**src/rtl/subservient_sram_bridge.sv**
```systemverilog
// -----------------------------------------------------------------------------
// subservient_sram_bridge
//
// Bridges the subservient 8-bit byte-serial SRAM port to a wide dual-port SRAM
// macro (one write port, one read port) with a configurable read latency.
//
// A one-word read buffer serves repeated byte reads of the same word without
// touching the SRAM. With SUBSERVIENT_SRAM_WCOALESCE_EN defined, a one-word
// write buffer merges byte writes to the same word into a single masked word
// write. Without it, every byte write goes straight out as a one-lane masked
// write with the byte replicated across all lanes.
//
// Ports:
//   i_clk, i_rst_n            clock, asynchronous active-low reset
//   i_waddr/i_wdata/i_wen     byte write request
//   i_raddr/i_ren             byte read request
//   i_flush                   write back the coalescing buffer
//   o_ready                   a request can be accepted this cycle
//   o_rdata/o_rvalid          read byte, one-cycle valid pulse
//   o_sram_w*                 SRAM write port (word address, data, byte mask)
//   o_sram_r*, i_sram_rdata   SRAM read port, data RD_LAT cycles after enable
//
// Arbitration: write > flush > read, one request per cycle.
// -----------------------------------------------------------------------------
module subservient_sram_bridge #(
    parameter int MEM_AW  = 10,
    parameter int SRAM_DW = 32,
    parameter int RD_LAT  = 1
) (
    input  logic                                   i_clk,
    input  logic                                   i_rst_n,
    input  logic [MEM_AW-1:0]                      i_waddr,
    input  logic [7:0]                             i_wdata,
    input  logic                                   i_wen,
    input  logic [MEM_AW-1:0]                      i_raddr,
    input  logic                                   i_ren,
    input  logic                                   i_flush,
    output logic                                   o_ready,
    output logic [7:0]                             o_rdata,
    output logic                                   o_rvalid,
    output logic [MEM_AW-$clog2(SRAM_DW/8)-1:0]    o_sram_waddr,
    output logic [SRAM_DW-1:0]                     o_sram_wdata,
    output logic [SRAM_DW/8-1:0]                   o_sram_wmask,
    output logic                                   o_sram_wen,
    output logic [MEM_AW-$clog2(SRAM_DW/8)-1:0]    o_sram_raddr,
    output logic                                   o_sram_ren,
    input  logic [SRAM_DW-1:0]                     i_sram_rdata
);
    localparam int BPW = SRAM_DW / 8;
    localparam int LW  = $clog2(BPW);
    localparam int WAW = MEM_AW - LW;

    localparam logic [1:0] S_IDLE  = 2'd0;
    localparam logic [1:0] S_ISSUE = 2'd1;
    localparam logic [1:0] S_WAIT  = 2'd2;
    localparam logic [1:0] S_FILL  = 2'd3;

    logic [1:0]         state_q, state_d;
    logic               rbuf_valid_q, rbuf_valid_d;
    logic [WAW-1:0]     rbuf_word_q, rbuf_word_d;
    logic [SRAM_DW-1:0] rbuf_data_q, rbuf_data_d;
    logic [LW-1:0]      miss_lane_q, miss_lane_d;
    logic [7:0]         rdata_q, rdata_d;
    logic               rvalid_q, rvalid_d;
    logic               sram_wen_q, sram_wen_d;
    logic [WAW-1:0]     sram_waddr_q, sram_waddr_d;
    logic [SRAM_DW-1:0] sram_wdata_q, sram_wdata_d;
    logic [BPW-1:0]     sram_wmask_q, sram_wmask_d;
    logic               sram_ren_q, sram_ren_d;
    logic [WAW-1:0]     sram_raddr_q, sram_raddr_d;

    logic [WAW-1:0]     w_word, r_word;
    logic [LW-1:0]      w_lane, r_lane;
    logic               acc_w, acc_f, acc_r;
    logic [BPW-1:0]     w_lane_sel;
    logic [SRAM_DW-1:0] w_bits;     // bit-level mask of the write lane
    logic [SRAM_DW-1:0] w_rep;      // write byte replicated on every lane
    logic [SRAM_DW-1:0] fill_data;  // SRAM word with pending write bytes on top

    assign w_word = i_waddr[MEM_AW-1:LW];
    assign w_lane = i_waddr[LW-1:0];
    assign r_word = i_raddr[MEM_AW-1:LW];
    assign r_lane = i_raddr[LW-1:0];

    // Ready is simply "FSM idle": writes and hits never stall.
    assign o_ready = (state_q == S_IDLE);
    assign acc_w   = o_ready & i_wen;
    assign acc_f   = o_ready & i_flush & ~i_wen;
    assign acc_r   = o_ready & i_ren & ~i_wen & ~i_flush;

    assign w_lane_sel = {{(BPW-1){1'b0}}, 1'b1} << w_lane;

    genvar gi;
    generate
        for (gi = 0; gi < BPW; gi++) begin : g_lane
            assign w_bits[gi*8 +: 8] = {8{w_lane_sel[gi]}};
            assign w_rep[gi*8 +: 8]  = i_wdata;
        end
    endgenerate

`ifdef SUBSERVIENT_SRAM_WCOALESCE_EN
    logic               wbuf_valid_q, wbuf_valid_d;
    logic [WAW-1:0]     wbuf_word_q, wbuf_word_d;
    logic [SRAM_DW-1:0] wbuf_data_q, wbuf_data_d;
    logic [BPW-1:0]     wbuf_mask_q, wbuf_mask_d;
    logic               fill_hit;

    // The write buffer cannot change while a miss is in flight, so the bytes
    // it holds for the missed word are newer than the SRAM copy.
    assign fill_hit = wbuf_valid_q && (wbuf_word_q == sram_raddr_q);

    generate
        for (gi = 0; gi < BPW; gi++) begin : g_fill
            assign fill_data[gi*8 +: 8] = (fill_hit && wbuf_mask_q[gi]) ?
                                          wbuf_data_q[gi*8 +: 8] : i_sram_rdata[gi*8 +: 8];
        end
    endgenerate
`else
    assign fill_data = i_sram_rdata;
`endif

    always_comb begin
        state_d      = state_q;
        rbuf_valid_d = rbuf_valid_q;
        rbuf_word_d  = rbuf_word_q;
        rbuf_data_d  = rbuf_data_q;
        miss_lane_d  = miss_lane_q;
        rdata_d      = rdata_q;
        rvalid_d     = 1'b0;
        sram_wen_d   = 1'b0;
        sram_waddr_d = sram_waddr_q;
        sram_wdata_d = sram_wdata_q;
        sram_wmask_d = sram_wmask_q;
        sram_ren_d   = 1'b0;
        sram_raddr_d = sram_raddr_q;
`ifdef SUBSERVIENT_SRAM_WCOALESCE_EN
        wbuf_valid_d = wbuf_valid_q;
        wbuf_word_d  = wbuf_word_q;
        wbuf_data_d  = wbuf_data_q;
        wbuf_mask_d  = wbuf_mask_q;
`endif
        case (state_q)
            S_IDLE: begin
                if (acc_w) begin
                    // Keep the read buffer coherent with every accepted write.
                    if (rbuf_valid_q && (rbuf_word_q == w_word))
                        rbuf_data_d = (rbuf_data_q & ~w_bits) | (w_rep & w_bits);
`ifdef SUBSERVIENT_SRAM_WCOALESCE_EN
                    if (wbuf_valid_q && (wbuf_word_q != w_word)) begin
                        sram_wen_d   = 1'b1;
                        sram_waddr_d = wbuf_word_q;
                        sram_wdata_d = wbuf_data_q;
                        sram_wmask_d = wbuf_mask_q;
                    end
                    if (wbuf_valid_q && (wbuf_word_q == w_word)) begin
                        wbuf_data_d = (wbuf_data_q & ~w_bits) | (w_rep & w_bits);
                        wbuf_mask_d = wbuf_mask_q | w_lane_sel;
                    end else begin
                        wbuf_valid_d = 1'b1;
                        wbuf_word_d  = w_word;
                        wbuf_data_d  = w_rep;
                        wbuf_mask_d  = w_lane_sel;
                    end
`else
                    sram_wen_d   = 1'b1;
                    sram_waddr_d = w_word;
                    sram_wdata_d = w_rep;
                    sram_wmask_d = w_lane_sel;
`endif
                end else if (acc_f) begin
`ifdef SUBSERVIENT_SRAM_WCOALESCE_EN
                    if (wbuf_valid_q) begin
                        sram_wen_d   = 1'b1;
                        sram_waddr_d = wbuf_word_q;
                        sram_wdata_d = wbuf_data_q;
                        sram_wmask_d = wbuf_mask_q;
                        wbuf_valid_d = 1'b0;
                        wbuf_mask_d  = '0;
                    end
`endif
                end else if (acc_r) begin
                    if (rbuf_valid_q && (rbuf_word_q == r_word)) begin
                        rvalid_d = 1'b1;
                        rdata_d  = rbuf_data_q[{r_lane, 3'b000} +: 8];
                    end else begin
                        sram_ren_d   = 1'b1;
                        sram_raddr_d = r_word;
                        miss_lane_d  = r_lane;
                        state_d      = S_ISSUE;
                    end
                end
            end
            S_ISSUE: state_d = (RD_LAT > 1) ? S_WAIT : S_FILL;
            S_WAIT:  state_d = S_FILL;
            default: begin
                // FILL: read data is on i_sram_rdata this cycle.
                rbuf_valid_d = 1'b1;
                rbuf_word_d  = sram_raddr_q;
                rbuf_data_d  = fill_data;
                rvalid_d     = 1'b1;
                rdata_d      = fill_data[{miss_lane_q, 3'b000} +: 8];
                state_d      = S_IDLE;
            end
        endcase
    end

    always_ff @(posedge i_clk or negedge i_rst_n) begin
        if (!i_rst_n) begin
            state_q      <= S_IDLE;
            rbuf_valid_q <= 1'b0;
            rbuf_word_q  <= '0;
            rbuf_data_q  <= '0;
            miss_lane_q  <= '0;
            rdata_q      <= '0;
            rvalid_q     <= 1'b0;
            sram_wen_q   <= 1'b0;
            sram_waddr_q <= '0;
            sram_wdata_q <= '0;
            sram_wmask_q <= '0;
            sram_ren_q   <= 1'b0;
            sram_raddr_q <= '0;
`ifdef SUBSERVIENT_SRAM_WCOALESCE_EN
            wbuf_valid_q <= 1'b0;
            wbuf_word_q  <= '0;
            wbuf_data_q  <= '0;
            wbuf_mask_q  <= '0;
`endif
        end else begin
            state_q      <= state_d;
            rbuf_valid_q <= rbuf_valid_d;
            rbuf_word_q  <= rbuf_word_d;
            rbuf_data_q  <= rbuf_data_d;
            miss_lane_q  <= miss_lane_d;
            rdata_q      <= rdata_d;
            rvalid_q     <= rvalid_d;
            sram_wen_q   <= sram_wen_d;
            sram_waddr_q <= sram_waddr_d;
            sram_wdata_q <= sram_wdata_d;
            sram_wmask_q <= sram_wmask_d;
            sram_ren_q   <= sram_ren_d;
            sram_raddr_q <= sram_raddr_d;
`ifdef SUBSERVIENT_SRAM_WCOALESCE_EN
            wbuf_valid_q <= wbuf_valid_d;
            wbuf_word_q  <= wbuf_word_d;
            wbuf_data_q  <= wbuf_data_d;
            wbuf_mask_q  <= wbuf_mask_d;
`endif
        end
    end

    assign o_rdata      = rdata_q;
    assign o_rvalid     = rvalid_q;
    assign o_sram_wen   = sram_wen_q;
    assign o_sram_waddr = sram_waddr_q;
    assign o_sram_wdata = sram_wdata_q;
    assign o_sram_wmask = sram_wmask_q;
    assign o_sram_ren   = sram_ren_q;
    assign o_sram_raddr = sram_raddr_q;

endmodule

```
**config.mk**
```make
export PLATFORM = sky130hd
export DESIGN_NAME = subservient_sram_bridge
export DESIGN_NICKNAME = d
export VERILOG_FILES = /design/src/rtl/subservient_sram_bridge.sv
export SDC_FILE = /design/constraint.sdc
export NUM_CORES = 1
export LEC_CHECK = 0
export ABC_AREA = 1
export BUFFER_PORTS_ARGS = -buffer_cell sky130_fd_sc_hd__buf_2
export CAP_MARGIN = 10
export CORE_MARGIN = 2
export CORE_UTILIZATION = 53
export DETAILED_ROUTE_END_ITERATION = 7
export PLACE_DENSITY = 0.8
export SLEW_MARGIN = 30
export SYNTH_ARGS = -nofsm -noshare
export SYNTH_HDL_FRONTEND = slang
export SYNTH_SLANG_ARGS = --single-unit
```
**constraint.sdc**
```tcl
create_clock -name i_clk -period 2.1 [get_ports i_clk]
set_input_delay 0.42 -clock i_clk [delete_from_list [all_inputs] [get_ports i_clk]]
set_output_delay 0.42 -clock i_clk [all_outputs]
set_load 0.02 [all_outputs]
```
Yosys cells after proc, flatten, opt, wreduce, memory -nomap -nowiden
Cells that the tools add are included.
{"block": "totals", "reg_bits": 108, "output_inout_bits": 64, "wordCells": 78}
{"block": "classes", "eq_ne": 11, "shifts": 3, "muxes": 25, "bitwise_logic": 16, "n_reduce_logical": 10}
{"op": "32-bit AND", "count": 2}
{"op": "32-bit two-way mux", "count": 2}
{"op": "32-bit one-hot mux with 2 select lines", "count": 1}
{"op": "32-bit by 6-bit indexed part select with 8-bit output", "count": 2}
{"op": "8-bit two-way mux", "count": 4}
{"op": "32-bit inverter", "count": 1}
{"op": "32-bit OR", "count": 1}
{"op": "8-bit equality test", "count": 2}
{"op": "8-bit one-hot mux with 2 select lines", "count": 1}
{"op": "1-bit two-way mux", "count": 11}
{"op": "5-bit AND reduction", "count": 2}
{"op": "2-bit two-way mux", "count": 4}
{"op": "2-bit by 1-bit inequality test with 1-bit output (second input constant)", "count": 4}
{"op": "1-bit AND", "count": 6}
{"op": "2-bit inequality test (second input constant)", "count": 3}
{"op": "1-bit inverter", "count": 6}
{"op": "2-bit one-hot mux with 2 select lines", "count": 1}
{"op": "4-bit AND reduction", "count": 1}
{"op": "1-bit by 2-bit left shift with 4-bit output (first input constant)", "count": 1}
{"op": "3-bit AND reduction", "count": 1}
{"op": "3-bit OR reduction", "count": 1}
{"op": "2-bit by 1-bit equality test with 1-bit output (second input constant)", "count": 1}
{"op": "2-bit equality test (second input constant)", "count": 1}
{"op": "1-bit logical AND", "count": 2}
{"op": "other kinds (4)", "count": 4}

Logic depth before layout (Yosys ltp)
Gate-level depths: netlist (run 1).
{"block": "logic_depth", "ltp_word": 8, "ltp_mapped": 12, "ltp_nobuf": 12}

Worst setup path before layout (run 1)
No wires, ideal clock.
{"block": "synth_path", "path_type": "flip-flop to flip-flop", "start": "register state_q[0]", "end": "register rdata_q[0], in the netlist o_rdata[0]", "setup_ns": 0.065, "t_arrival_ns": 1.628, "slack_ns": 0.406, "path_stages_with_launch": 12, "n_path_buf": 1, "synth_period_minus_slack_ns": 1.694, "cell_sequence": "dfrtp_1 -> inv_1 -> ha_1 -> buf_2 -> inv_2 -> nor2_1 -> nand2_1 -> nor2_1 -> nand3_2 -> nand2_4 -> nand2_1 -> nand2_1"}
{"block": "synth_via", "elab_chain_len": 6, "elab_cells_between_ends": 17, "cone_classes": "eq/ne: 6; mux: 1; bitwise: 7; reduce/logical: 3"}
{"item": "start, declared", "line_no": "58", "rtl": "logic [1:0] state_q, state_d;"}
{"item": "start signal, assigned", "line_no": "229", "rtl": "state_q <= state_d;"}
{"item": "2-bit logical NOT *", "line_no": "86", "rtl": "assign o_ready = (state_q == S_IDLE);"}
{"item": "via o_ready", "line_no": "38", "rtl": "output logic o_ready,"}
{"item": "1-bit AND (3 in series)", "line_no": "89", "rtl": "assign acc_r = o_ready & i_ren & ~i_wen & ~i_flush;"}
{"item": "2-bit by 1-bit inequality test with 1-bit output (no line)"}
{"item": "5-bit AND reduction (no line)"}
{"item": "end signal, assigned", "line_no": "234", "rtl": "rdata_q <= rdata_d;"}
{"item": "end, declared", "line_no": "63", "rtl": "logic [7:0] rdata_q, rdata_d;"}
The timed path passes the listed nets; every way through them passes the cells marked *.
A chain may end at the register's enable or synchronous reset.

==> results.txt, run 1 <==
----------------------------------------------------
[Routing]
  Routed length per placed instance ... 15.83 µm
  Length of routed wiring on met1 ... 5.945 mm
  Number of vias after detailed routing ... 4902
  Met2 wire length ... 6.368 mm
  Met3 Wirelength ... 1.579 mm
  Number of antenna-violating nets in the routed design ... 0
  1st-iter DRT viols ... 481
  Routed Wire Length ... 14.18 mm
  Routed via count divided by cell count ... 5.471
  Highest routing layer actually used ... met4
  Post-route DRC ... 0
  Pre-Repair DR Iteration Count ... 5

[Synth]
  Cell types occupying the most area after synthesis ... dfrtp_1, nand2_1, nand3_1, o21ai_0, buf_4
  Summed instance area of the synthesized netlist ... 4778 µm²
  Total number of yosys warnings ... 0
  Post-synthesis area per instance ... 7.111 µm²
  Synthesized instance count ... 672
  Net Count, Synth ... 739
  Share of synthesized area occupied by flip-flops and latches ... 43.99%
  Cell type contributing the most total cell area after synthesis ... dfrtp_1
  Count of different cell masters after synthesis ... 25
  Area fraction of the dominant cell type after synthesis ... 43.99%
  FF+latch count, synth ... 84

[Critical path]
  Chain of cells forming the critical path ... inv_1, ha_1, inv_1, nand2_1, nor2_1, nand2_1, nor2_2, nand3_1, nand2_4, nand2_2, nand2_1, nand2_1
  Critical Path Fanout Max ... 8
  Required @ worst endpoint ... 2.35 ns
  Kind of critical path ... register to register
  Launching point of the worst reg2reg path ... state_q[0]
  Worst reg2reg setup slack ... 0.21 ns
  Most common cell on crit path ... nand2_1
  Kind of start point of the critical path ... register
  Critical path arrival ... 2.15 ns
  Number of buffer and inverter stages on the critical path ... 2
  Launching instance or port of the critical path ... state_q[0]
  Cells on worst reg2reg path ... 12
  Worst path max stage delay ... 0.40 ns
  Count of cell instances traversed by the critical path ... 12
  Critical path's top delay family ... simple AND/OR/NAND/NOR gates
  Kind of end point of the critical path ... register
  Slowest stage cell, crit path ... dfrtp_1

[Floorplan]
  Effective utilization at floorplan ... 54.79%
  Boundary Pins ... 129
  Core area ... 8721 µm²
  Number of placement rows ... 34
  Floorplan die area ... 9791 µm²
  Die X ... 98.95 µm
  Die height ... 98.95 µm

[Placement]
  Input/output buffers ... 128
  DP HPWL ... 10.86 mm
  # placed instances ... 877
  Routability Congestion ... 0.9358

[Power]
  Cell area power density ... 1640 nW/µm²
  Total Power ... 9.244 mW
  Worst supply voltage drop on vdd ... 1.037 mV
  Leakage power total ... 3.212 nW

[Global route]
  Number of global-route vias before repair ... 4723
  Largest net degree at the start of global routing ... 31
  Initial antenna violation count ... 0
  Overall overflow remaining after global route ... 0
  Global-route wire length before repair ... 23.31 mm
  Total routing usage reported by global routing ... 30.05%

[Cells and area]
  Final standard cell count with taps included and fillers excluded ... 896
  Commonest cells after routing, fill and taps aside ... nand2_1, buf_2, dfrtp_1
  Growth of design area from synthesis to finish ... 17.96%
  Diode count ... 0
  Final layout net count ... 850
  Leading cell type in the layout, fill and taps excluded ... nand2_1
  Proportion of layout cells with a drive suffix above 1 ... 23.86%

[Clock network]
  Root buffer cell ... clkbuf_8
  Clock-pin transition on the worst setup and hold timing paths ... 0.10 ns
  TritonCTS buffer count ... 9
  Clk Latency, worst-skew pair ... 0.37 ns
  Clock Tree Buf Depth ... 2
  Num Clock Sinks ... 84
  TritonCTS clock tree ... yes
  Number of levels the H-tree was split into ... 3

[STA]
  Relative max-transition margin ... 57.82%
  Setup violations, final ... 0
  Period Utilization, post-route ... 90.14%
  Final hold vios ... 0
  Total negative slack ... 0 ns
  Max Fclk ... 528.3 MHz
  Slew at the pin closest to its max-slew limit ... 0.6327 ns
  Final Slew Violations ... 0
  Period minus WS final ... 1.893 ns
  Unrepaired setup endpoints after global routing ... false
  Worst Clk Skew ... 0.01107 ns

[Hold path]
  Worst min-delay path category ... input port to register

[Flow run]
  Max capacitance violation total ... 0

[Run status]
  Result of the run ... finished, final reports clean

----------------------------------------------------
-- stage by stage --
step	util [%]	hold slack, ns	area (µm²)	setup slack [ns]
final	64.63	0.2707	5637	0.2070
after CTS	64.18	0.2680	5597	0.1255
after global placement	61.78	0.3702	5388	0.2823
after detailed placement	61.78	0.3738	5388	0.1556
after floorplan	-	0.1244	4778	0.4061
after global routing	64.63	0.2840	5637	0.01750
-- worst register-to-register path, stage by stage (launching register included) --
cell and delay (ns):
dfrtp_1 0.40, inv_1 0.06, ha_1 0.32, inv_1 0.08
nand2_1 0.06, nor2_1 0.09, nand2_1 0.07, nor2_2 0.08
nand3_1 0.12, nand2_4 0.19, nand2_2 0.15, nand2_1 0.12
nand2_1 0.06
-- cells by family (layout without fill, tap and decap cells) --
family,count (synthesis),after routing,synth area share [%]
xor+xnor,2,2,0.3667
buf+inv,107,223,11.34
simple gates,393,393,33.75
fa+ha+maj,2,2,0.5236
compound gates,84,84,10.03
flops,84,84,43.99
-- power breakdown --
| group | switching (mW) | total, mW | internal, mW |
|---|---|---|---|
| Combinational | 3.40 | 5.11 | 1.72 |
| Sequential | 0.553 | 2.94 | 2.38 |
| Clock | 0.636 | 1.19 | 0.558 |
-- cell type report --
| cell class | instances | area (µm²) |
|---|---|---|
| fillers | 789 | 3084 |
| multi-input cells | 481 | 2152 |
| flip-flops and latches | 84 | 2102 |
| repair buffers | 151 | 838.3 |
| inverters | 56 | 210.2 |
| well taps | 108 | 135.1 |
| clock buffers | 9 | 123.9 |
| clock inverters | 7 | 75.07 |
-- metal layers --
| metal | up-vias | GRT usage, % |
|---|---|---|
| met5 | - | 0 |
| met4 | 0 | 9.378 |
| met3 | 29 | 6.667 |
| met2 | 303 | 47.51 |
| met1 | 2242 | 41.60 |
| li1 | 2328 | - |
-- Yosys cell counts --
| master | instances |
|---|---|
| nor3_1 | 1 |
| clkbuf_1 | 10 |
| o21ai_0 | 47 |
| dfrtp_1 | 84 |
| nand2_1 | 295 |
| buf_6 | 1 |
| a21oi_1 | 8 |
| buf_2 | 12 |
| clkinv_1 | 4 |
| o22ai_1 | 16 |
| nor2_4 | 1 |
| nand2_2 | 4 |
| buf_4 | 27 |
| nand3_1 | 68 |
| xor2_1 | 1 |
| ha_1 | 2 |
| nand3_2 | 3 |
| o211ai_1 | 8 |
| nand2_4 | 2 |
| inv_1 | 50 |
| xnor2_1 | 1 |
| o21ai_2 | 5 |
| nor2_1 | 19 |
| buf_12 | 1 |
| inv_2 | 2 |
-- worst min-delay path by stage --
stage	cells past startpoint	endpoint	slack (ns)	start
final	3	o_sram_wdata[30]	0.27	i_wdata[6]
after global placement	1	async pin	0.37	i_rst_n
after floorplan	0	async pin	0.12	i_rst_n
after CTS	3	o_sram_wdata[30]	0.27	i_wdata[6]
after global routing	3	o_sram_wdata[24]	0.28	i_wdata[0]
after detailed placement	1	async pin	0.37	i_rst_n
-- repair_timing --
action,4_1_cts,5_1_grt
buffers inserted,0,2
endpoints found under the setup margin,0,32
hold endpoints to repair,27,0
gates resized for setup,0,8
hold buffers,1,0
Power figures use the tool's default switching activity.
==> run 2, diff against run 1 <==
--- a/config.mk
+++ b/config.mk
@@ -9,9 +9,10 @@
 export BUFFER_PORTS_ARGS = -buffer_cell sky130_fd_sc_hd__buf_2
 export CAP_MARGIN = 10
 export CORE_MARGIN = 2
-export CORE_UTILIZATION = 53
+export CORE_UTILIZATION = 57
 export DETAILED_ROUTE_END_ITERATION = 7
-export PLACE_DENSITY = 0.8
+export PLACE_DENSITY = 0.86
+export SKIP_CTS_REPAIR_TIMING = 1
 export SLEW_MARGIN = 30
 export SYNTH_ARGS = -nofsm -noshare
 export SYNTH_HDL_FRONTEND = slang
==> constraint.sdc (replaced) <==
create_clock -name i_clk -period 2.34 [get_ports i_clk]
set_input_delay 0.468 -clock i_clk [delete_from_list [all_inputs] [get_ports i_clk]]
set_output_delay 0.468 -clock i_clk [all_outputs]
set_load 0.02 [all_outputs]
==> run 2 against run 1 <==
  * Total power shrank 13%
  * Sequential share of layout area grew 0.85 points
  * Die area fell by 6.7%
  * Clock skew about the same
  * Largest power group unchanged
  * Non-clock buffer count is 12 lower
  * Global-route usage increased by 0.95 points
  * Critical path type is now register to output pin
  * Design area shrank 2.2%
  * Via count fell by 1.8%
  * First-iteration DRC count fell by 12%
  * Highest routed layer unchanged
==> results.txt, run 2 (synthesis results as in run 1) <==
----------------------------------------------------
[Global route]
  Global-route wire length before repair ... 21.55 mm
  Initial antenna violation count ... 0
  Overall overflow remaining after global route ... 0
  Total routing usage reported by global routing ... 31.00%
  Number of global-route vias before repair ... 4525
  Largest net degree at the start of global routing ... 42

[Floorplan]
  Effective utilization at floorplan ... 58.45%
  Core area ... 8175 µm²
  Boundary Pins ... 129
  Floorplan die area ... 9132 µm²
  Number of placement rows ... 33
  Die height ... 95.56 µm
  Die X ... 95.56 µm

[STA]
  Final hold vios ... 0
  Post-route worst setup slack ... 0.1475 ns
  Slew at the pin closest to its max-slew limit ... 0.6532 ns
  Worst Clk Skew ... 0.01099 ns
  Period minus WS final ... 2.193 ns
  Period Utilization, post-route ... 93.70%
  Unrepaired setup endpoints after global routing ... false
  Total negative slack ... 0 ns
  Max Fclk ... 456.1 MHz
  Final Slew Violations ... 0
  Relative max-transition margin ... 56.45%
  Setup violations, final ... 0

[Placement]
  DP HPWL ... 10.22 mm
  Input/output buffers ... 128
  Worst setup timing slack at the placement stage ... 0.2635 ns
  Routability Congestion ... 0.9851

[Critical path]
  Required @ worst endpoint ... 1.87 ns
  Kind of critical path ... register to output pin
  Kind of start point of the critical path ... register
  Critical Path Fanout Max ... 37
  Kind of end point of the critical path ... output pin
  Critical path arrival ... 1.72 ns

[Routing]
  Highest routing layer actually used ... met4
  Post-route DRC ... 0
  Number of vias after detailed routing ... 4813
  Length of routed wiring on met1 ... 5.247 mm
  Pre-Repair DR Iteration Count ... 5
  Number of antenna-violating nets in the routed design ... 0
  Routed length per placed instance ... 15.21 µm
  Met3 Wirelength ... 1.432 mm
  1st-iter DRT viols ... 425
  Routed Wire Length ... 13.40 mm
  Met2 wire length ... 6.296 mm
  Routed via count divided by cell count ... 5.463

[Power]
  Cell area power density ... 1451 nW/µm²
  Leakage power total ... 3.151 nW
  Worst supply voltage drop on vdd ... 0.9082 mV

[Cells and area]
  Final layout net count ... 838
  Number of fillers in the final layout ... 718
  Proportion of layout cells with a drive suffix above 1 ... 22.16%
  Commonest cells after routing, fill and taps aside ... nand2_1, buf_2, dfrtp_1
  Growth of design area from synthesis to finish ... 15.34%
  Leading cell type in the layout, fill and taps excluded ... nand2_1
  Final design utilization ... 67.42%
  Diode count ... 0

[Run status]
  Result of the run ... finished, final reports clean

[Flow run]
  Max capacitance violation total ... 0

[Clock network]
  TritonCTS buffer count ... 9
  Root buffer cell ... clkbuf_8
  Clk Latency, worst-skew pair ... 0.35 ns
  Clock-pin transition on the worst setup and hold timing paths ... 0.09 ns
  Clock Tree Buf Depth ... 2
  Number of levels the H-tree was split into ... 3
  TritonCTS clock tree ... yes
  Num Clock Sinks ... 84

[Hold path]
  Worst min-delay path category ... input port to async pin

----------------------------------------------------
## run 2: final timing paths
kind                             from               end  slack, ns  cells after the start
max                        state_q[0]           o_ready       0.15                      4
min                           i_rst_n         async pin        0.1                      1
max reg2reg                state_q[0]          register       0.25                     12
min reg2reg                  register          register       0.48                      2
max in group asynchronous     i_rst_n        o_rdata[0]       1.63                      2
min in group i_clk         i_wdata[4]  o_sram_wdata[28]       0.33                      3
## run 2: through the flow
step           total power [mW]  area (µm²)  instances  hold WS [ns]
4_1_cts                   7.947        5503        881        0.1227
3_5_place_dp              6.971        5316        865        0.4608
6_report                  7.999        5512        881       0.09950
5_1_grt                   8.664        5512        881        0.1516
2_1_floorplan             5.891        4778        672        0.1724
3_3_place_gp              6.799        5316        865        0.4549
## run 2: per-layer routing
| metal | track usage [%] | vias to the layer above |
|---|---|---|
| li1 | - | 2304 |
| met1 | 41.22 | 2202 |
| met2 | 49.59 | 271 |
| met3 | 7.194 | 36 |
| met4 | 11.55 | 0 |
| met5 | 0 | - |
## run 2: area by class of cell
type | instances | area [µm²] | area share (%)
Timing Repair Buffer | 139 | 742.0 | 13.46
Clock buffer | 11 | 151.4 | 2.747
Multi-Input combinational cell | 481 | 2140 | 38.82
Inverter | 56 | 210.2 | 3.814
Sequential cell | 84 | 2102 | 38.14
Clock inverter | 5 | 35.03 | 0.6356
Tap cell | 105 | 131.4 | 2.384
## run 2: critical path, stage by stage, from the launching register on
cell and delay [ns]:
dfrtp_1 0.42, inv_1 0.07, ha_1 0.33, buf_6 0.33, buf_2 0.22
## run 2: report_power, final
part | internal [mW] | total (mW) | switching (mW) | leakage, nW
clock | 0.446 | 0.975 | 0.529 | 0.0957
sequential | 2.14 | 2.67 | 0.527 | 1.05
combinational | 1.43 | 4.36 | 2.93 | 2.00
